--- src/rtl/tri_bus_drive_seq.sv ---
// Round-robin sequencer for two bufif0 drivers that share one net. It keeps an all-off
// turnaround window between owners and preempts an owner that exceeds its hold limit.
module tri_bus_drive_seq #(
    parameter int unsigned WIDTH    = 8,
    parameter int unsigned TURN     = 2,
    parameter int unsigned HOLD_MAX = 16
) (
    input  logic             clk,
    input  logic             rst,
    input  logic             req0,
    input  logic [WIDTH-1:0] data0,
    input  logic             req1,
    input  logic [WIDTH-1:0] data1,
    output logic             gnt0,
    output logic             gnt1,
    output logic [WIDTH-1:0] in0,
    output logic             ctrl0,
    output logic [WIDTH-1:0] in1,
    output logic             ctrl1,
    output logic             busy
);

    localparam int unsigned HW = $clog2(HOLD_MAX + 1);
    localparam int unsigned TW = $clog2(TURN + 1);
    localparam logic [HW-1:0] HOLD_LIM  = HW'(HOLD_MAX);
    localparam logic [TW-1:0] TURN_LOAD = TW'(TURN - 1);

    typedef enum logic [1:0] {StIdle, StOwn0, StOwn1, StTurn} state_t;

    state_t           r_state, w_state_d;
    logic             r_last, w_last_d;
    logic [HW-1:0]    r_hold, w_hold_d;
    logic [TW-1:0]    r_turn, w_turn_d;
    logic             r_gnt0, r_gnt1, r_ctrl0, r_ctrl1, r_busy;
    logic [WIDTH-1:0] r_in0, r_in1, w_in0_d, w_in1_d;
    logic             w_arb, w_arb_any, w_arb_sel;

    // On a tie the requester that did not own the bus last wins.
    assign w_arb_any = req0 | req1;
    assign w_arb_sel = (req0 & req1) ? ~r_last : req1;

    always_comb begin
        w_state_d = r_state;
        w_last_d  = r_last;
        w_hold_d  = r_hold;
        w_turn_d  = r_turn;
        w_in0_d   = r_in0;
        w_in1_d   = r_in1;
        w_arb     = 1'b0;
        unique case (r_state)
            StIdle: w_arb = 1'b1;
            StOwn0: begin
                if (!req0 || (r_hold == HOLD_LIM && req1)) begin
                    w_state_d = StTurn;
                    w_in0_d   = '0;
                    w_turn_d  = TURN_LOAD;
                end else begin
                    w_in0_d = data0;
                    if (r_hold != HOLD_LIM) w_hold_d = r_hold + HW'(1);
                end
            end
            StOwn1: begin
                if (!req1 || (r_hold == HOLD_LIM && req0)) begin
                    w_state_d = StTurn;
                    w_in1_d   = '0;
                    w_turn_d  = TURN_LOAD;
                end else begin
                    w_in1_d = data1;
                    if (r_hold != HOLD_LIM) w_hold_d = r_hold + HW'(1);
                end
            end
            StTurn: begin
                if (r_turn == '0) w_arb = 1'b1;
                else              w_turn_d = r_turn - TW'(1);
            end
            default: w_state_d = StIdle;
        endcase
        if (w_arb) begin
            if (w_arb_any) begin
                w_state_d = w_arb_sel ? StOwn1 : StOwn0;
                w_last_d  = w_arb_sel;
                w_hold_d  = HW'(1);
            end else begin
                w_state_d = StIdle;
            end
        end
    end

    always_ff @(posedge clk or posedge rst) begin
        if (rst) begin
            r_state <= StIdle;
            r_last  <= 1'b1;
            r_hold  <= '0;
            r_turn  <= '0;
            r_gnt0  <= 1'b0;
            r_gnt1  <= 1'b0;
            r_ctrl0 <= 1'b1;
            r_ctrl1 <= 1'b1;
            r_in0   <= '0;
            r_in1   <= '0;
            r_busy  <= 1'b0;
        end else begin
            r_state <= w_state_d;
            r_last  <= w_last_d;
            r_hold  <= w_hold_d;
            r_turn  <= w_turn_d;
            r_gnt0  <= (w_state_d == StOwn0);
            r_gnt1  <= (w_state_d == StOwn1);
            r_ctrl0 <= (w_state_d != StOwn0);
            r_ctrl1 <= (w_state_d != StOwn1);
            r_in0   <= w_in0_d;
            r_in1   <= w_in1_d;
            r_busy  <= (w_state_d != StIdle);
        end
    end

    assign gnt0  = r_gnt0;
    assign gnt1  = r_gnt1;
    assign ctrl0 = r_ctrl0;
    assign ctrl1 = r_ctrl1;
    assign in0   = r_in0;
    assign in1   = r_in1;
    assign busy  = r_busy;

endmodule

--- config.mk ---
export PLATFORM = sky130hd
export DESIGN_NAME = tri_bus_drive_seq
export DESIGN_NICKNAME = d
export VERILOG_FILES = /design/src/rtl/tri_bus_drive_seq.sv
export SDC_FILE = /design/constraint.sdc
export NUM_CORES = 1
export LEC_CHECK = 0
export CAP_MARGIN = 30
export CORE_ASPECT_RATIO = 0.8
export CORE_UTILIZATION = 48
export DETAILED_ROUTE_END_ITERATION = 7
export GPL_ROUTABILITY_DRIVEN = 0
export PLACE_DENSITY_LB_ADDON = 0.2
export SYNTH_ARGS = -nofsm -noshare
export SYNTH_HDL_FRONTEND = slang
export SYNTH_SLANG_ARGS = --single-unit
--- constraint.sdc ---
create_clock -name clk -period 2.5 [get_ports clk]
set_input_delay 0.5 -clock clk [delete_from_list [all_inputs] [get_ports clk]]
set_output_delay 0.5 -clock clk [all_outputs]
set_load 0.05 [all_outputs]
**Yosys cells after proc, flatten, opt, wreduce, memory -nomap -nowiden**

Cells that the tools add are included.

- Mux-type cells: 21
- Equal/unequal tests: 12
- Bitwise operators: 3
- Reduce and logical (&&, ||, !) cells: 12
- $add $sub $neg: 2

Operator list:

| operator | count |
|---|---|
| 5-bit two-way mux | 5 |
| 2-bit two-way mux | 8 |
| 8-bit two-way mux | 2 |
| 5-bit one-hot mux with 2 select lines | 1 |
| 2-bit inequality test, second input constant | 4 |
| 2-bit equality test, second input constant | 3 |
| 2-bit one-hot mux with 3 select lines | 1 |
| 5-bit by 1-bit adder with 5-bit output, second input constant | 1 |
| 5-bit equality test, second input constant | 1 |
| 5-bit inequality test, second input constant | 1 |
| 2-bit by 1-bit equality test with 1-bit output, second input constant | 2 |
| 2-bit logical NOT | 2 |
| 2-bit one-hot mux with 2 select lines | 1 |
| 4-bit AND reduction | 1 |
| 3-bit nonzero test | 1 |
| 1-bit logical AND | 2 |
| 1-bit logical NOT | 2 |
| 1-bit logical OR | 2 |
| 1-bit two-way mux | 2 |
| 2-bit by 1-bit inequality test with 1-bit output, second input constant | 1 |
| 1-bit one-hot mux with 2 select lines | 1 |
| 2-bit AND reduction | 1 |
| 2-bit nonzero test | 1 |
| 2-bit by 1-bit subtractor with 2-bit output, second input constant | 1 |
| other kinds (3) | 3 |

- Bits of input ports: 20
- Word-level logic and storage cells: 61
- Output and inout port bits: 21
- Register bits: 31

**Longest topological paths before layout**

Gate-level depths: netlist (run 1).

- Depth after elaboration: 7
- Depth in mapped cells: 7
- Mapped depth without buffers: 6

**Worst setup path after synthesis (run 1)**

OpenSTA, ideal clock, no wires.

- Kind: register to register
- Start: register r_state[1]
- End: register r_state[0]
- Path buffers: 0
- Period minus slack after synthesis: 1.707 ns
- Cell stages (with the launch flop): 7
- Setup time: 0.124 ns
- Arrival time: 1.583 ns
- Required time: 2.376 ns
- Path slack: 0.793 ns
- Cell sequence: dfrtp_1 -> inv_1 -> ha_1 -> or3b_2 -> a21oi_1 -> nor3_1 -> or2_1

- Longest elaborated chain between the ends: 3
- Elaborated cells on any way between the ends: 7
- Those cells by class: eq/ne (3); mux (3); reduce/logical (1)

Ends and longest elaborated chain:

| item | line | source |
|---|---|---|
| start, declared | 30 | `state_t r_state, w_state_d;` |
| start signal, assigned | 91 | `r_state <= StIdle;` |
| start signal, assigned | 103 | `r_state <= w_state_d;` |
| 2-bit equality test (tied with other cells) | 50 | `unique case (r_state)` |
| 2-bit one-hot mux with 2 select lines or 1-bit one-hot mux with 2 select lines (tied branches) | 50 |  |
| 2-bit two-way mux (*) | 78 | `if (w_arb) begin` |
| named net w_state_d[0] | 30 |  |

The timed path passes the listed nets; every way through them passes the cells marked *.
A chain may end at the register's enable or synchronous reset.

**Worst setup path in the final report (run 1)**

- Start: register r_ctrl1, in the netlist ctrl1
- End: output port ctrl1

RTL lines:

| item | line | source |
|---|---|---|
| start, declared | 34 | `logic r_gnt0, r_gnt1, r_ctrl0, r_ctrl1, r_busy;` |
| start signal, assigned | 110 | `r_ctrl1 <= (w_state_d != StOwn1);` |
| end, declared | 19 | `output logic ctrl1,` |

No word-level cell between the ends.

==> flow_summary.yaml, run 1 <==
yosys:
  syn_nets: 187
  synth_ff_type: "dfrtp_1"
  synth-seq-cells: 31
  synth-seq-area-share_pct: 49.02
  synthDistinctLibCells: 40
  syn-cell-area_um2: 1590
  synth_warnings: 0
  syn_area_per_cell_um2: 9.939
  synth_area_leaders: "dfrtp_1 (44%), a22o_1 (6.6%), ha_1 (5.5%)"
  synthCells: 160
  yosysMostFrequentCell: "dfrtp_1"
  yosys.area.top_type_share_pct: 44.06
  ys_top_cells_by_count: "dfrtp_1 (28), nand2_1 (17), inv_1 (16)"
  async_flop_share_pct: 100.0
  synth_top_cell_by_area: "dfrtp_1"
  synth_edf_count: 0
run_status:
  outcome: "completed"
sta:
  relSlewSlack_pct: 65.36
  worst_pin_slew_ps: 519.6
  timing.setup.tns_ps: 0
  slew_viol_final: 0
  timing.fmax_ghz: 0.4794
  setup_viol: 0
  rsz0062_at_grt: "false"
  fin_skew_ps: 5.650
  final_hold_viol_count: 0
  period_share_pct: 83.45
  finalCriticalPeriod_ps: 2086
  layout_setup_ws_ps: 413.9
placed_design:
  pre_cts_ws_ps: 202.6
  numPortBuffers: 40
  dp_hpwl_mm: 2.535
drt:
  dr.pass1.iters: 4
  via_count: 1360
  drtAntennaViolNets: 0
  finalWirelength_mm: 3.571
  drc: 0
  wl_per_cell_um: 14.40
  vias_per_cell: 5.484
  drt_iter0_drc: 81
setup_path:
  crit_slowest_cell: "clkdlybuf4s50_1"
  path_buf_inv: 1
  cp.required_ps: 2000
  crit_path_end_kind: "output pin"
  cp_cell_sequence: "clkdlybuf4s50_1"
  start_kind: "register"
  crit_family: "buffers and inverters"
  critPathArrivalTime_ps: 1590
  crit_fanout: 1
  cpPeakStageDelay_ps: 780
  worstSetupPathType: "register to output pin"
power:
  seq_power_share_pct: 28.7
  comb_power_share_pct: 57.1
  netSwitchingFraction_pct: 46.23
  leakage_uw: 0.0009479
  ir_drop_mv: 0.7537
  p_sw_uw: 1305
  power_density_nw_per_um2: 1315
  clockPowerShare_pct: 14.2
  p_int_uw: 1518
finish:
  drive_above_1_share_pct: 10.58
  syn_to_final_growth_pct: 35.01
  insertedDiodeCount: 0
  nNetsFinal: 234
global_routing:
  grt_usage_pct: 22.55
  grt_max_degree: 32
  grt_pass1_wl_mm: 5.768
  grt_pass1_vias: 1233
  grt_antenna_before_repair: 0
  grt_overflow: 0
cts:
  tritoncts: "built"
  post_cts_buffers: 0
  clock_path_buffers: 2
  cts_root_buffer: "clkbuf_8"
  path_clk_slew_ps: 60
  hold_buffers: 0
  cts_sinks: 31
  numCtsBuffers: 5
  cts_max_level: 2
  cts_resized: 0
  worstSkewPairLatency_ps: 290
floorplan:
  start_util_pct: 50.80
  die_y_um: 53.48
  die_w_um: 66.36
  core_area_um2: 3131
  io_pins: 41
  rows: 18
  fp.dieArea_um2: 3549
run:
  drv_cap: 0
min_path:
  min_path_type: "register to register"
flip-flops by register name, indices dropped and copies added, names as in the netlist:
signal   cells
in1          8
r_last       1
gnt1         1
in0          8
ctrl0        1
r_turn       2
ctrl1        1
r_hold       5
busy         1
r_state      2
gnt0         1
power groups by stage:
stage	Combinational (uW)	Sequential (uW)	Clock [uW]
after floorplan	727	1230	0
after global placement	1570	804	0
after detailed placement	1600	815	0
after CTS	1620	808	408
after global routing	1760	828	428
final	1610	809	400
stage by stage:
| step | hold slack [ps] | power [uW] | instances | area, um2 | util (%) |
|---|---|---|---|---|---|
| detailed placement | 487.4 | 2420 | 240 | 2056 | 65.67 |
| floorplan | 467.0 | 1957 | 160 | 1590 | - |
| CTS | 493.2 | 2832 | 248 | 2147 | 68.59 |
| global placement | 478.8 | 2373 | 240 | 2056 | 65.67 |
| finish | 494.0 | 2823 | 248 | 2147 | 68.59 |
| global route | 530.7 | 3013 | 248 | 2147 | 68.59 |
worst paths after layout:
check                      slack [ps]         end  startpoint  depth (start not counted)
hold / removal                    490      r_last      r_last                          2
setup / recovery                  410       ctrl1       ctrl1                          1
min in group asynchronous         600      in1[2]         rst                          3
hold reg to reg                   490      r_last      r_last                          2
max in group asynchronous        1580      r_last         rst                          3
setup reg to reg                  490  r_state[0]  r_state[1]                          6
cell families after synthesis:
family / after synthesis / share of synthesized area, %
flip-flops: 31 / 49.02
buffers and inverters: 23 / 5.901
AND/OR/NAND/NOR: 49 / 16.76
AO/OA/AOI/OAI: 50 / 22.82
adder cells (fa/ha/maj): 7 / 5.507
cell type report:
| cell class | count | area, um2 |
|---|---|---|
| Timing Repair Buffer | 46 | 445.4 |
| Tap cell | 40 | 50.05 |
| Inverter | 17 | 63.81 |
| Sequential cell | 31 | 779.5 |
| Clock buffer | 7 | 86.33 |
| Multi-Input combinational cell | 106 | 716.9 |
| Fill cell | 253 | 983.4 |
| Clock inverter | 1 | 5.005 |
placed cells by master (no fill, tap or decap), drive strengths merged, types with 2 or more instances in the layout:
master,netlist,layout
nand2b,6,6
nor4b,2,2
nand3,5,5
inv,16,16
o21a,2,2
a22o,12,12
ha,7,7
buf,4,6
clkinv,1,2
o31ai,3,3
nor2,3,3
or2,2,2
nor3,3,3
and3,3,3
a21o,2,2
a21oi,9,9
nand4,2,2
clkbuf,2,7
clkdlybuf4s50,0,40
dfstp,3,3
dfrtp,28,28
o21ai,15,15
nand2,17,17
per-layer routing:
| metal | GRT usage, % | routed length (um) | vias up |
|---|---|---|---|
| met5 | 0 | 0 | - |
| met3 | 5.819 | 143 | 9 |
| met1 | 31.06 | 1676 | 649 |
| met4 | 9.574 | 66 | 0 |
| li1 | - | - | 664 |
| met2 | 33.33 | 1684 | 38 |
Note: power is estimated with default switching activity, not from simulation.
==> run 2: changes to the inputs <==
- clock period: 2.5 -> 2.1 ns (I/O delays scaled with it)
==> flow_summary.yaml, run 2 (synthesis results as in run 1) <==
placed_design:
  place_inst: 247
  dp_hpwl_mm: 2.779
  numPortBuffers: 40
finish:
  drive_above_1_share_pct: 13.95
  utilization_pct: 70.62
  final_cell_mix: "clkdlybuf4s50_1 (40), dfrtp_1 (28), nand2_1 (17)"
  syn_to_final_growth_pct: 39.02
  nNetsFinal: 241
  final_common_cell: "clkdlybuf4s50_1"
  stdcell_count: 255
  insertedDiodeCount: 0
drt:
  vias_per_cell: 5.494
  dr.pass1.iters: 4
  drt_iter0_drc: 99
  drtAntennaViolNets: 0
  drc: 0
  m1WireLength_mm: 1.730
  finalWirelength_mm: 3.804
  highest_layer: "met4"
  route.met2.wl_mm: 1.839
  wl_per_cell_um: 14.92
  wl_met3_um: 153
  via_count: 1401
sta:
  finalCriticalPeriod_ps: 2014
  rsz0062_at_grt: "false"
  final_hold_viol_count: 0
  setup_viol: 0
  timing.fmax_ghz: 0.4965
  slew_viol_final: 0
  relSlewSlack_pct: 65.89
  fin_skew_ps: 4.390
  worst_pin_slew_ps: 510.1
  period_share_pct: 95.91
setup_path:
  crit_family: "buffers and inverters"
  cpPeakStageDelay_ps: 790
  worstSetupPathType: "register to output pin"
  start_kind: "register"
  path_depth: 1
  r2r_slack_ps: 120
  cp.required_ps: 1680
  critPathArrivalTime_ps: 1590
  r2r_end: "r_state[0]"
  critPathCapture: "ctrl0"
  cp_cell_sequence: "clkdlybuf4s50_1"
  crit_path_end_kind: "output pin"
  path_buf_inv: 1
  crit_slowest_cell: "clkdlybuf4s50_1"
  crit_fanout: 1
  timing.rr.start: "r_state[1]"
  r2r_cells: 6
  cp-startpoint: "ctrl0"
cts:
  hold_buffers: 0
  clock_path_buffers: 2
  numCtsBuffers: 5
  path_clk_slew_ps: 60
  worstSkewPairLatency_ps: 290
  cts_sinks: 31
  cts_root_buffer: "clkbuf_8"
  cts_max_level: 2
  tritoncts: "built"
  post_cts_buffers: 0
power:
  seq_power_share_pct: 27.4
  p_sw_uw: 1610
  leakage_uw: 0.0009828
  netSwitchingFraction_pct: 45.51
  comb_power_share_pct: 58.0
  power_density_nw_per_um2: 1600
  p_total_uw: 3538
  clockPowerShare_pct: 14.6
  ir_drop_mv: 0.8556
  p_int_uw: 1928
floorplan:
  rows: 18
  io_pins: 41
  start_util_pct: 50.80
  core_area_um2: 3131
  fp.dieArea_um2: 3549
  die_w_um: 66.36
  die_y_um: 53.48
global_routing:
  grt_max_degree: 32
  grt_overflow: 0
  grt_antenna_before_repair: 0
  grt_usage_pct: 23.99
  grt_pass1_vias: 1291
  grt_pass1_wl_mm: 6.009
min_path:
  min_path_type: "input pin to asynchronous set/reset pin"
run_status:
  outcome: "completed"
run:
  drv_cap: 0
[run 2: per-stage QoR]
stage | area (um2) | worst slack [ps] | setup TNS, ps | hold slack [ps]
2_1_floorplan | 1590 | 393.2 | 0 | 467.0
3_3_place_gp | 2108 | 25.74 | 0 | 480.0
3_5_place_dp | 2108 | -17.65 | -23.54 | 505.8
4_1_cts | 2208 | 41.29 | 0 | 518.8
5_1_grt | 2211 | 7.431 | 0 | 540.2
6_report | 2211 | 85.82 | 0 | 504.7
[run 2: repair_timing]
item / 4_1_cts / 5_1_grt
resized for setup: 0 / 1
endpoints found under the setup margin: 0 / 1
hold endpoints to repair: 0 / 0
[run 2: worst min path at each step]
stage | start | end | slack, ps | depth (start not counted)
floorplan | r_last | r_last | 470 | 2
global placement | r_last | r_last | 480 | 2
detailed placement | in1[3] | in1[3] | 510 | 1
CTS | rst | in1[2] | 520 | 3
global route | in1[4] | in1[4] | 540 | 1
finish | rst | gnt1 | 500 | 3
[run 2: cell type report]
| class | instances | area [um2] |
|---|---|---|
| fill | 225 | 919.6 |
| sequential | 31 | 779.5 |
| multi-input combinational | 106 | 719.4 |
| timing repair buffer | 53 | 498.0 |
| clock buffer | 8 | 100.1 |
| inverter | 17 | 63.81 |
| tap | 40 | 50.05 |
[run 2: power by group through the flow]
stage	Combinational (uW)	Sequential, uW	Clock, uW
2_1_floorplan	866	1460	0
3_3_place_gp	1960	962	0
3_5_place_dp	2020	976	0
4_1_cts	2040	969	526
5_1_grt	2200	993	551
6_report	2050	970	516
[run 2: per-layer routing]
metal	vias to the layer above	global-route usage (%)
met2	38	36.73
met5	-	0
met1	676	30.88
li1	679	-
met3	8	6.466
met4	0	12.77
